==> src/rtl/sdram_arbiter.sv <==
// Time-slot arbiter sharing one SDRAM controller port between Z80 refresh, CPU and DMA.
// One command pulse per CYCLES-clock slot; fixed priority refresh > CPU > DMA.
module sdram_arbiter #(
   parameter int AW     = 18,
   parameter int CYCLES = 8,
   parameter int RDLAT  = 6
) (
   input  logic          clock,
   input  logic          reset,
   input  logic          rfReq,
   input  logic          cpuRd,
   input  logic          cpuWr,
   input  logic [AW-1:0] cpuA,
   input  logic [7:0]    cpuD,
   output logic [7:0]    cpuQ,
   input  logic          dmaReq,
   input  logic          dmaWe,
   input  logic [AW-1:0] dmaA,
   input  logic [7:0]    dmaD,
   output logic [7:0]    dmaQ,
   output logic          dmaAck,
   output logic          sdrRf,
   output logic          sdrRd,
   output logic          sdrWr,
   output logic [23:0]   sdrA,
   output logic [15:0]   sdrD,
   input  logic [15:0]   sdrQ,
   output logic          busy
);

   localparam int CW = $clog2(CYCLES);

   typedef enum logic {S_IDLE, S_SLOT} state_t;
   typedef enum logic [1:0] {SRC_RF, SRC_CPU, SRC_DMA} src_t;

   state_t        r_state;
   src_t          r_src;
   logic          r_is_rd;
   logic [CW-1:0] r_cnt;
   logic          r_rf_pend;
   logic          r_cpu_pend;
   logic          r_cpu_we;
   logic [AW-1:0] r_cpu_a;
   logic [7:0]    r_cpu_d;
   logic          r_dma_req_q;
   logic          r_sdr_rf, r_sdr_rd, r_sdr_wr, r_dma_ack;
   logic [23:0]   r_sdr_a;
   logic [15:0]   r_sdr_d;
   logic [7:0]    r_cpu_q, r_dma_q;

   logic w_dma_ok, w_arb, w_issue;
   logic w_unused;

   // DMA is eligible once its level has been seen for a cycle, matching the strobe-to-pending delay.
   // The requester must present its next transfer or drop dmaReq within the ack cycle.
   assign w_dma_ok = r_dma_req_q & dmaReq;
   assign w_arb    = (r_state == S_IDLE) || (r_cnt == CW'(CYCLES - 1));
   assign w_issue  = w_arb & (r_rf_pend | r_cpu_pend | w_dma_ok);
   assign w_unused = &{1'b0, sdrQ[15:8]};

   // NOTE: plain input sampler with no reset; a request held through reset is seen on the first clock after it.
   always_ff @(posedge clock) r_dma_req_q <= dmaReq;

   always_ff @(posedge clock) begin
      if (reset) begin
         r_state    <= S_IDLE;
         r_src      <= SRC_RF;
         r_is_rd    <= 1'b0;
         r_cnt      <= '0;
         r_rf_pend  <= 1'b0;
         r_cpu_pend <= 1'b0;
         r_cpu_we   <= 1'b0;
         r_cpu_a    <= '0;
         r_cpu_d    <= '0;
         r_sdr_rf   <= 1'b0;
         r_sdr_rd   <= 1'b0;
         r_sdr_wr   <= 1'b0;
         r_dma_ack  <= 1'b0;
         r_sdr_a    <= '0;
         r_sdr_d    <= '0;
         r_cpu_q    <= '0;
         r_dma_q    <= '0;
      end else begin
         // NOTE: pulses default low here and are raised only by the branch that issues them.
         r_sdr_rf  <= 1'b0;
         r_sdr_rd  <= 1'b0;
         r_sdr_wr  <= 1'b0;
         r_dma_ack <= 1'b0;

         if (r_state == S_SLOT) begin
            r_cnt <= r_cnt + 1'b1;
            if (r_is_rd && r_cnt == CW'(RDLAT)) begin
               if (r_src == SRC_CPU) r_cpu_q <= sdrQ[7:0];
               else                  r_dma_q <= sdrQ[7:0];
            end
            if (r_src == SRC_DMA && r_cnt == CW'(CYCLES - 2)) r_dma_ack <= 1'b1;
         end

         if (w_arb) begin
            r_cnt <= '0;
            if (w_issue) begin
               r_state <= S_SLOT;
               if (r_rf_pend) begin
                  r_src     <= SRC_RF;
                  r_is_rd   <= 1'b0;
                  r_sdr_rf  <= 1'b1;
                  r_sdr_a   <= '0;
                  r_sdr_d   <= '0;
                  r_rf_pend <= 1'b0;
               end else if (r_cpu_pend) begin
                  r_src      <= SRC_CPU;
                  r_is_rd    <= ~r_cpu_we;
                  r_sdr_rd   <= ~r_cpu_we;
                  r_sdr_wr   <= r_cpu_we;
                  r_sdr_a    <= {{(24-AW){1'b0}}, r_cpu_a};
                  r_sdr_d    <= {2{r_cpu_d}};
                  r_cpu_pend <= 1'b0;
               end else begin
                  r_src    <= SRC_DMA;
                  r_is_rd  <= ~dmaWe;
                  r_sdr_rd <= ~dmaWe;
                  r_sdr_wr <= dmaWe;
                  r_sdr_a  <= {{(24-AW){1'b0}}, dmaA};
                  r_sdr_d  <= {2{dmaD}};
               end
            end else begin
               r_state <= S_IDLE;
            end
         end

         // New strobes come last so they win over the clear of a flag being issued this cycle.
         if (rfReq) r_rf_pend <= 1'b1;
         if (cpuRd | cpuWr) begin
            r_cpu_pend <= 1'b1;
            r_cpu_we   <= cpuWr;
            r_cpu_a    <= cpuA;
            r_cpu_d    <= cpuD;
         end
      end
   end

   assign sdrRf  = r_sdr_rf;
   assign sdrRd  = r_sdr_rd;
   assign sdrWr  = r_sdr_wr;
   assign sdrA   = r_sdr_a;
   assign sdrD   = r_sdr_d;
   assign dmaAck = r_dma_ack;
   assign cpuQ   = r_cpu_q;
   assign dmaQ   = r_dma_q;
   assign busy   = (r_state == S_SLOT);

endmodule

==> config.mk <==
export PLATFORM = sky130hd
export DESIGN_NAME = sdram_arbiter
export DESIGN_NICKNAME = d
export VERILOG_FILES = /design/src/rtl/sdram_arbiter.sv
export SDC_FILE = /design/constraint.sdc
export NUM_CORES = 1
export LEC_CHECK = 0
export ABC_AREA = 0
export CAP_MARGIN = 20
export CORE_MARGIN = 3
export CORE_UTILIZATION = 49
export CTS_BUF_LIST = sky130_fd_sc_hd__clkbuf_8
export CTS_CLUSTER_DIAMETER = 200
export CTS_CLUSTER_SIZE = 30
export DETAILED_ROUTE_END_ITERATION = 12
export PLACE_DENSITY = 0.86
export SLEW_MARGIN = 20
export SYNTH_ARGS = -nofsm -noshare
export SYNTH_HDL_FRONTEND = slang
export SYNTH_SLANG_ARGS = --single-unit
==> constraint.sdc <==
create_clock -name clock -period 2.47 [get_ports clock]
set_input_delay 0.247 -clock clock [delete_from_list [all_inputs] [get_ports clock]]
set_output_delay 0.247 -clock clock [all_outputs]
set_load 0.05 [all_outputs]
==> results_dict.tcl, run 1 <==
set metrics [dict create \
    dieArea_um2 8320 \
    maxCapViolations 0 \
    path_clk_slew_ns 0.09 \
    wl_per_cell_um 15.6 \
    reg2regPathDepth 3 \
    grt-busiest-layer "met2" \
    clock_path_buffers 2 \
    tightest_slew_ns 1.02 \
    antenna_left 0 \
    antenna_cells 0 \
    htree_levels 3 \
    antenna_found_initial 0 \
    ys_warn_count 0 \
    die_w_um 91.2 \
    synth_cell_types 29 \
    switching_share_pct 28.4 \
    drt_iter0_markers 172 \
    grt_use_met3_pct 5.47 \
    setup_viol 0 \
    synth_edf_count 0 \
    multi_input_area_um2 1650 \
    seq_area_frac_synth_pct 46.7 \
    setup_tns_ns 0 \
    clock_power_share_pct 32.8 \
    postCtsSetupBuffers 0 \
    drt-total-wl_um 9380 \
    skew_ns 0.00917 \
    rsz0062_at_grt "false" \
    grt_max_degree 45 \
    io_pins 136 \
    cts_root_buf "clkbuf_8" \
    io_buffers 121 \
    grt_first_pass_wirelength_um 14500 \
    netlist_area_um2 3560 \
    arrival_ns 2.17 \
    p_comb_share_pct 19.9 \
    leakage_nw 1.87 \
    seq_area_um2 1660 \
    grt_overflow 0 \
    p_per_area_nw_per_um2 618 \
    hpwl_um 6400 \
    yosys_register_bits 83 \
    die_y_um 91.2 \
    hold_viol_final 0 \
    grt_pass1_vias 3070 \
    fin_util_pct 71.7 \
    synthCells 398 \
    area_growth_pct 39.2 \
    vias 3235 \
    hold_path_depth 2 \
    status "completed" \
    crit_required_ns 2.74 \
    layout-drive-gt1-share_pct 11.7 \
    cts_resized 0 \
    peakVddDrop_v 0.000471 \
    drtPass1Iterations 5 \
    clk_latency_ns 0.34 \
    vias_per_cell 5.39 \
    fin_crit_ns 1.90 \
    worstSetupPathType "register to register" \
    initial_utilization_pct 51.5 \
    pwr-share-seq_pct 47.2 \
    syn_avg_cell_area_um2 8.94 \
    fmax_mhz 526 \
    fin_crit_sh_pct 77.0 \
    clkSinkCount 83 \
    use_met2_pct 36.0 \
    cts-buffers-inserted 9 \
    endpoint_kind "register" \
    core_area_um2 6910 \
    synth_ff_type "dfxtp_1" \
    hold_class "input port to register" \
    nets 577 \
    use_met1_pct 25.6 \
    maxSlewViolCount 0 \
    grt_use_total_pct 21.1 \
    routabilityCongestion 0.796 \
    start_kind "register" \
    fillCellCount 564 \
    ys_async_sr_fraction_pct 0 \
    p_int_w 0.00219 \
    p_sw_w 0.000869 \
    max-slew-margin-rel_pct 32.0 \
    cp_max_fo 28 \
    cts_hold_buf 0 \
    cts_tree "yes" \
    placementRows 30 \
    remaining_drc_errors 0 \
]
-- cell usage after synthesis (2+ instances only) --
master	number	area [um2]
inv_1	3	11.3
clkbuf_1	15	56.3
buf_4	18	135
nand2_1	53	199
buf_1	2	7.51
ha_1	3	37.5
nand4_1	28	175
nor3_1	4	20.0
mux2_2	26	293
o21ai_1	4	20.0
nor2_1	5	18.8
buf_2	10	50.1
nor2_2	2	12.5
dfxtp_1	83	1660
nand2b_1	28	175
o21ai_0	26	130
a21oi_1	59	295
mux2i_1	17	170
nand3_1	2	10.0
-- registers in the layout (all words and copies together) (netlist names) --
name         cells
busy             1
cpuQ             8
dmaAck           1
dmaQ             8
r_cnt            3
r_cpu_a         18
r_cpu_d          8
r_cpu_pend       1
r_cpu_we         1
r_dma_req_q      1
r_is_rd          1
r_rf_pend        1
r_src            2
sdrA            18
sdrD             8
sdrRd            1
sdrRf            1
sdrWr            1
-- through the flow --
stage          hold WS, ns  area [um2]  instances  worst slack, ns  power (W)
5_1_grt              0.446        4950        600            0.542    0.00317
2_1_floorplan        0.275        3580        403            0.934    0.00185
4_1_cts              0.420        4950        600            0.639    0.00307
6_report             0.433        4950        600            0.569    0.00306
3_5_place_dp         0.444        4740        584            0.401    0.00208
3_3_place_gp         0.435        4740        584            0.500    0.00207
-- logic make-up (layout without fill, tap and decap cells) --
group / count (synthesis) / count (layout) / synth area share (%)
mux: 43 / 43 / 13.0
fa+ha+maj: 3 / 3 / 1.05
buf+inv: 50 / 151 / 7.77
compound gates: 91 / 91 / 13.1
flops: 83 / 83 / 46.7
simple gates: 127 / 127 / 18.2
other cells: 1 / 6 / 0.105
-- per-layer routing --
metal | routed length [um] | share of wire (%) | vias up
met1 | 3940 | 42 | 1508
met3 | 676 | 7.2 | 16
met5 | 0 | 0 | -
met2 | 4610 | 49 | 147
li1 | - | - | 1564
met4 | 161 | 1.7 | 0
-- layout make-up --
cell class                      count  area share (%)
Sequential cell                    83            33.5
Multi-Input combinational cell    270            33.2
Timing Repair Buffer              132            26.3
Clock buffer                       11            3.06
Tap cell                           96            2.42
Clock inverter                      5            1.24
Inverter                            3           0.227
-- power groups by stage --
stage / Clock (W) / Sequential (W) / Combinational [W]
6_report: 0.00100 / 0.00144 / 0.000610
5_1_grt: 0.00107 / 0.00145 / 0.000645
4_1_cts: 0.00102 / 0.00144 / 0.000608
3_5_place_dp: 0 / 0.00147 / 0.000603
3_3_place_gp: 0 / 0.00147 / 0.000594
2_1_floorplan: 0 / 0.00156 / 0.000292
-- cell usage in the layout, fill, tap and decap left out, types with 4 or more instances in the layout --
master             n
clkdlybuf4s50_1  120
dfxtp_1           83
a21oi_1           59
nand2_1           53
nand2b_1          28
nand4_1           28
o21ai_0           26
mux2_2            26
mux2i_1           17
clkbuf_8          11
buf_4             10
conb_1             6
nor2_1             5
nor3_1             4
o21ai_1            4
-- path summary, 6_finish.rpt --
path | start | to | slack (ns)
min reg2reg | r_cpu_a[9] | r_cpu_a[9] | 0.45
max | r_cpu_pend | sdrD[14] | 0.57
min | reset | r_cpu_we | 0.43
max reg2reg | r_cpu_pend | sdrD[14] | 0.57
-- worst max-delay path, cell delays in order (launching register included) --
cell and delay, ns:
dfxtp_1 0.55, a211o_1 0.84, nand4_1 0.22, a21oi_1 0.21
No activity file was read; power rests on OpenSTA's default activity.
==> run 2: changes to the inputs <==
CORE_UTILIZATION = 45   (was 49)
PLACE_DENSITY = 0.8   (was 0.86)
clock period = 1.99 ns   (was 2.47 ns; I/O delays follow)
==> results_dict.tcl, run 2 (synthesis gave the netlist of run 1 again) <==
set metrics [dict create \
    clock_path_buffers 2 \
    nets 581 \
    cts_hold_buf 0 \
    p_sw_w 0.00106 \
    core_area_um2 7450 \
    routabilityCongestion 0.815 \
    grt_overflow 0 \
    path_cells "clkdlybuf4s50_1" \
    die_y_um 94.9 \
    hold_viol_final 0 \
    worstSetupPathType "register to primary output" \
    maxCapViolations 0 \
    p_int_w 0.00268 \
    grt_use_total_pct 21.9 \
    dieArea_um2 9010 \
    switching_share_pct 28.4 \
    cts-buffers-inserted 9 \
    hpwl_um 6670 \
    drt_iter0_markers 171 \
    start_kind "register" \
    critPathMaxStageDelay_ns 0.85 \
    p_comb_share_pct 20.6 \
    total_power_w 0.00374 \
    rsz0062_at_grt "false" \
    grt_max_degree 43 \
    arrival_ns 1.60 \
    vias 3264 \
    status "completed" \
    antenna_found_initial 0 \
    fin_ws_ns 0.194 \
    postCtsSetupBuffers 0 \
    wl_per_cell_um 15.7 \
    skew_ns 0.0110 \
    cts_root_buf "clkbuf_8" \
    leakage_nw 1.88 \
    grt_pass1_vias 3323 \
    setup_viol 0 \
    clkSinkCount 83 \
    placementRows 31 \
    fin_crit_sh_pct 90.3 \
    final_area_um2 4970 \
    die_w_um 94.9 \
    cp_slowest_cell "clkdlybuf4s50_1" \
    clk_latency_ns 0.35 \
    initial_utilization_pct 47.8 \
    io_buffers 121 \
    io_pins 136 \
    crit_required_ns 1.79 \
    p_per_area_nw_per_um2 753 \
    grt_first_pass_wirelength_um 15700 \
    cp_max_fo 5 \
    maxSlewViolCount 0 \
    worst-path-buf-inv 1 \
    place_area_um2 4770 \
    max-slew-margin-rel_pct 56.0 \
    remaining_drc_errors 0 \
    fin_crit_ns 1.80 \
    layout-drive-gt1-share_pct 12.0 \
    antenna_cells 0 \
    cp_top_family "buffers and inverters" \
    htree_levels 3 \
    peakVddDrop_v 0.000592 \
    hold_class "input port to register" \
    drt-total-wl_um 9540 \
    antenna_left 0 \
    mostFrequentLayoutCells "clkdlybuf4s50_1, dfxtp_1, a21oi_1" \
    tightest_slew_ns 0.660 \
    setup_tns_ns 0 \
    drtPass1Iterations 4 \
    fmax_mhz 557 \
    endpoint_kind "primary output" \
    dp_slack_ns 0.400 \
    vias_per_cell 5.39 \
    clock_power_share_pct 31.6 \
    pwr-share-seq_pct 47.9 \
    final_common_cell "clkdlybuf4s50_1" \
    cts_resized 0 \
    area_growth_pct 39.6 \
    path_clk_slew_ns 0.08 \
    cts_tree "yes" \
]
[run 2: cell count changes in the layout (fill, tap and decap cells not counted), sizes merged]
cell      previous run  this run
inv                  3         4
clkinv               4         2
clkinvlp             0         1
buf                 12        16
clkbuf              11        10
[run 2: power groups by stage]
stage / clock network [W] / logic (W) / registers [W]
final: 0.00118 / 0.000769 / 0.00179
after floorplan: 0 / 0.000363 / 0.00194
after global placement: 0 / 0.000750 / 0.00182
after detailed placement: 0 / 0.000763 / 0.00183
after CTS: 0.00120 / 0.000769 / 0.00179
after global routing: 0.00127 / 0.000820 / 0.00180
[run 2: path summary, 6_finish.rpt]
check | slack, ns | start | to | cells past startpoint
setup / recovery | 0.19 | busy | busy | 1
hold / removal | 0.37 | reset | r_rf_pend | 2
setup reg to reg | 0.36 | r_cnt[0] | sdrD[7] | 6
hold reg to reg | 0.45 | r_cpu_d[5] | r_cpu_d[5] | 2
[run 2: layer usage]
layer  up-vias  global-route usage [%]  part of all wire, %
met3        18                    6.06                  7.6
met2       129                    37.0                   50
met4         0                    8.77                  2.0
met1      1553                    26.1                   40
li1       1564                       -                    -
met5         -                       0                    0
[run 2: area by class of cell]
class | count | area (um2)
fillers | 599 | 2480
flip-flops and latches | 83 | 1660
multi-input cells | 270 | 1650
repair buffers | 136 | 1330
clock buffers | 10 | 138
well taps | 99 | 124
clock inverters | 5 | 55.1
inverters | 3 | 11.3
[run 2: metrics by stage]
step	cells	hold slack [ns]	util [%]
final	606	0.371	66.7
after global routing	606	0.391	66.7
after CTS	606	0.361	66.7
after detailed placement	591	0.441	64.1
after global placement	591	0.435	64.1
after floorplan	403	0.227	-
==> run 3: changes to the inputs <==
ABC_AREA = default   (was 0)
CORE_UTILIZATION = 35   (was 45)
PLACE_DENSITY = 0.64   (was 0.8)
==> results_dict.tcl, run 3 (synthesis gave the netlist of run 1 again) <==
set metrics [dict create \
    status "completed" \
    crit_required_ns 1.79 \
    io_pins 136 \
    area_growth_pct 41.0 \
    setup_viol 0 \
    cts-buffers-inserted 9 \
    cp_top_family "buffers and inverters" \
    core_area_um2 9820 \
    vias_per_cell 4.93 \
    cp_slowest_cell "clkdlybuf4s50_1" \
    reg2regPathDepth 3 \
    start_kind "register" \
    leakage_nw 1.88 \
    final_common_cell "clkdlybuf4s50_1" \
    dp_slack_ns 0.272 \
    clock_path_buffers 2 \
    antenna_left 0 \
    max-slew-margin-rel_pct 40.1 \
    die_y_um 107 \
    hold_class "input port to register" \
    vias 3160 \
    skew_ns 0.0127 \
    worst-path-buf-inv 1 \
    switching_share_pct 29.7 \
    dpl.cell_count 625 \
    tightest_slew_ns 0.898 \
    drt-total-wl_um 9460 \
    placementRows 36 \
    hpwl_um 6670 \
    cts_tree "yes" \
    crit_cells 1 \
    p_int_w 0.00266 \
    peakVddDrop_v 0.000353 \
    io_buffers 121 \
    pwr-share-seq_pct 47.4 \
    fin_crit_ns 1.81 \
    remaining_drc_errors 0 \
    routabilityCongestion 0.757 \
    postCtsSetupBuffers 0 \
    hold_path_depth 3 \
    drtPass1Iterations 4 \
    layout-drive-gt1-share_pct 12.6 \
    p_comb_share_pct 20.0 \
    wl_per_cell_um 14.8 \
    path_cells "clkdlybuf4s50_1" \
    mostFrequentLayoutCells "clkdlybuf4s50_1, dfxtp_1, a21oi_1" \
    clock_power_share_pct 32.6 \
    worstSetupPathType "register to primary output" \
    cts_resized 0 \
    maxCapViolations 0 \
    fmax_mhz 553 \
    setup_tns_ns 0 \
    p_per_area_nw_per_um2 755 \
    clkSinkCount 83 \
    hold_slack_ns 0.390 \
    grt_use_total_pct 16.4 \
    initial_utilization_pct 36.2 \
    hold_viol_final 0 \
    endpoint_kind "primary output" \
    p_sw_w 0.00113 \
    path_clk_slew_ns 0.09 \
    arrival_ns 1.61 \
    die_w_um 107 \
    rsz0062_at_grt "false" \
    fin_ws_ns 0.181 \
    maxSlewViolCount 0 \
    drt_iter0_markers 141 \
    cp_max_fo 5 \
    critPathMaxStageDelay_ns 0.85 \
    cts_root_buf "clkbuf_8" \
    grt_max_degree 44 \
    nets 581 \
    antenna_found_initial 0 \
    grt_pass1_vias 3110 \
    cts_hold_buf 0 \
    fin_crit_sh_pct 90.9 \
    dieArea_um2 11400 \
    grt_first_pass_wirelength_um 15000 \
    grt_overflow 0 \
    htree_levels 3 \
    antenna_cells 0 \
    clk_latency_ns 0.35 \
    final_cells 641 \
    rrSetupSlack_ns 0.42 \
]
run 3: cell types whose count changed in the layout (fill, tap and decap cells not counted):
cell and change:
inv_6 +2, clkbuf_8 -1, dfxtp_1 -1, inv_1 -1
dfxtp_2 +1, clkinvlp_4 +1
run 3: final timing paths:
kind / start / endpoint
min: cpuA[6] / r_cpu_a[6]
max reg2reg: r_rf_pend / sdrD[13]
max: busy / busy
min reg2reg: r_cpu_a[5] / r_cpu_a[5]
run 3: power groups by stage:
| stage | logic, W | registers [W] | clock network (W) |
|---|---|---|---|
| global route | 0.000811 | 0.00181 | 0.00135 |
| finish | 0.000756 | 0.00180 | 0.00124 |
| global placement | 0.000748 | 0.00183 | 0 |
| CTS | 0.000760 | 0.00180 | 0.00127 |
| detailed placement | 0.000756 | 0.00184 | 0 |
| floorplan | 0.000363 | 0.00194 | 0 |
run 3: metal layers:
metal | wire, um | track usage, % | part of all wire, % | up-vias
met5 | 0 | 0 | 0 | -
met4 | 134 | 5.66 | 1.4 | 0
met3 | 502 | 3.79 | 5.3 | 11
met2 | 4660 | 26.7 | 49 | 93
met1 | 4170 | 21.3 | 44 | 1487
li1 | - | - | - | 1569
run 3: layout make-up:
type                       count  area [um2]
multi-input combinational    270        1650
sequential                    83        1660
inverter                       3        11.3
tap                          133         166
fill                         952        4800
clock buffer                   9         124
clock inverter                 7        76.3
timing repair buffer         136        1330
run 3: worst min-delay path, stage by stage:
cell and delay (ns):
clkdlybuf4s50_1 0.40, nand2_1 0.05, a21oi_1 0.05
run 3: per-stage QoR:
step | power [W] | util (%) | cell area (um2)
final | 0.00379 | 51.1 | 5020
after global routing | 0.00397 | 51.1 | 5020
after CTS | 0.00383 | 51.1 | 5020
after detailed placement | 0.00259 | 49.1 | 4820
after global placement | 0.00258 | 49.1 | 4820
after floorplan | 0.00230 | - | 3580
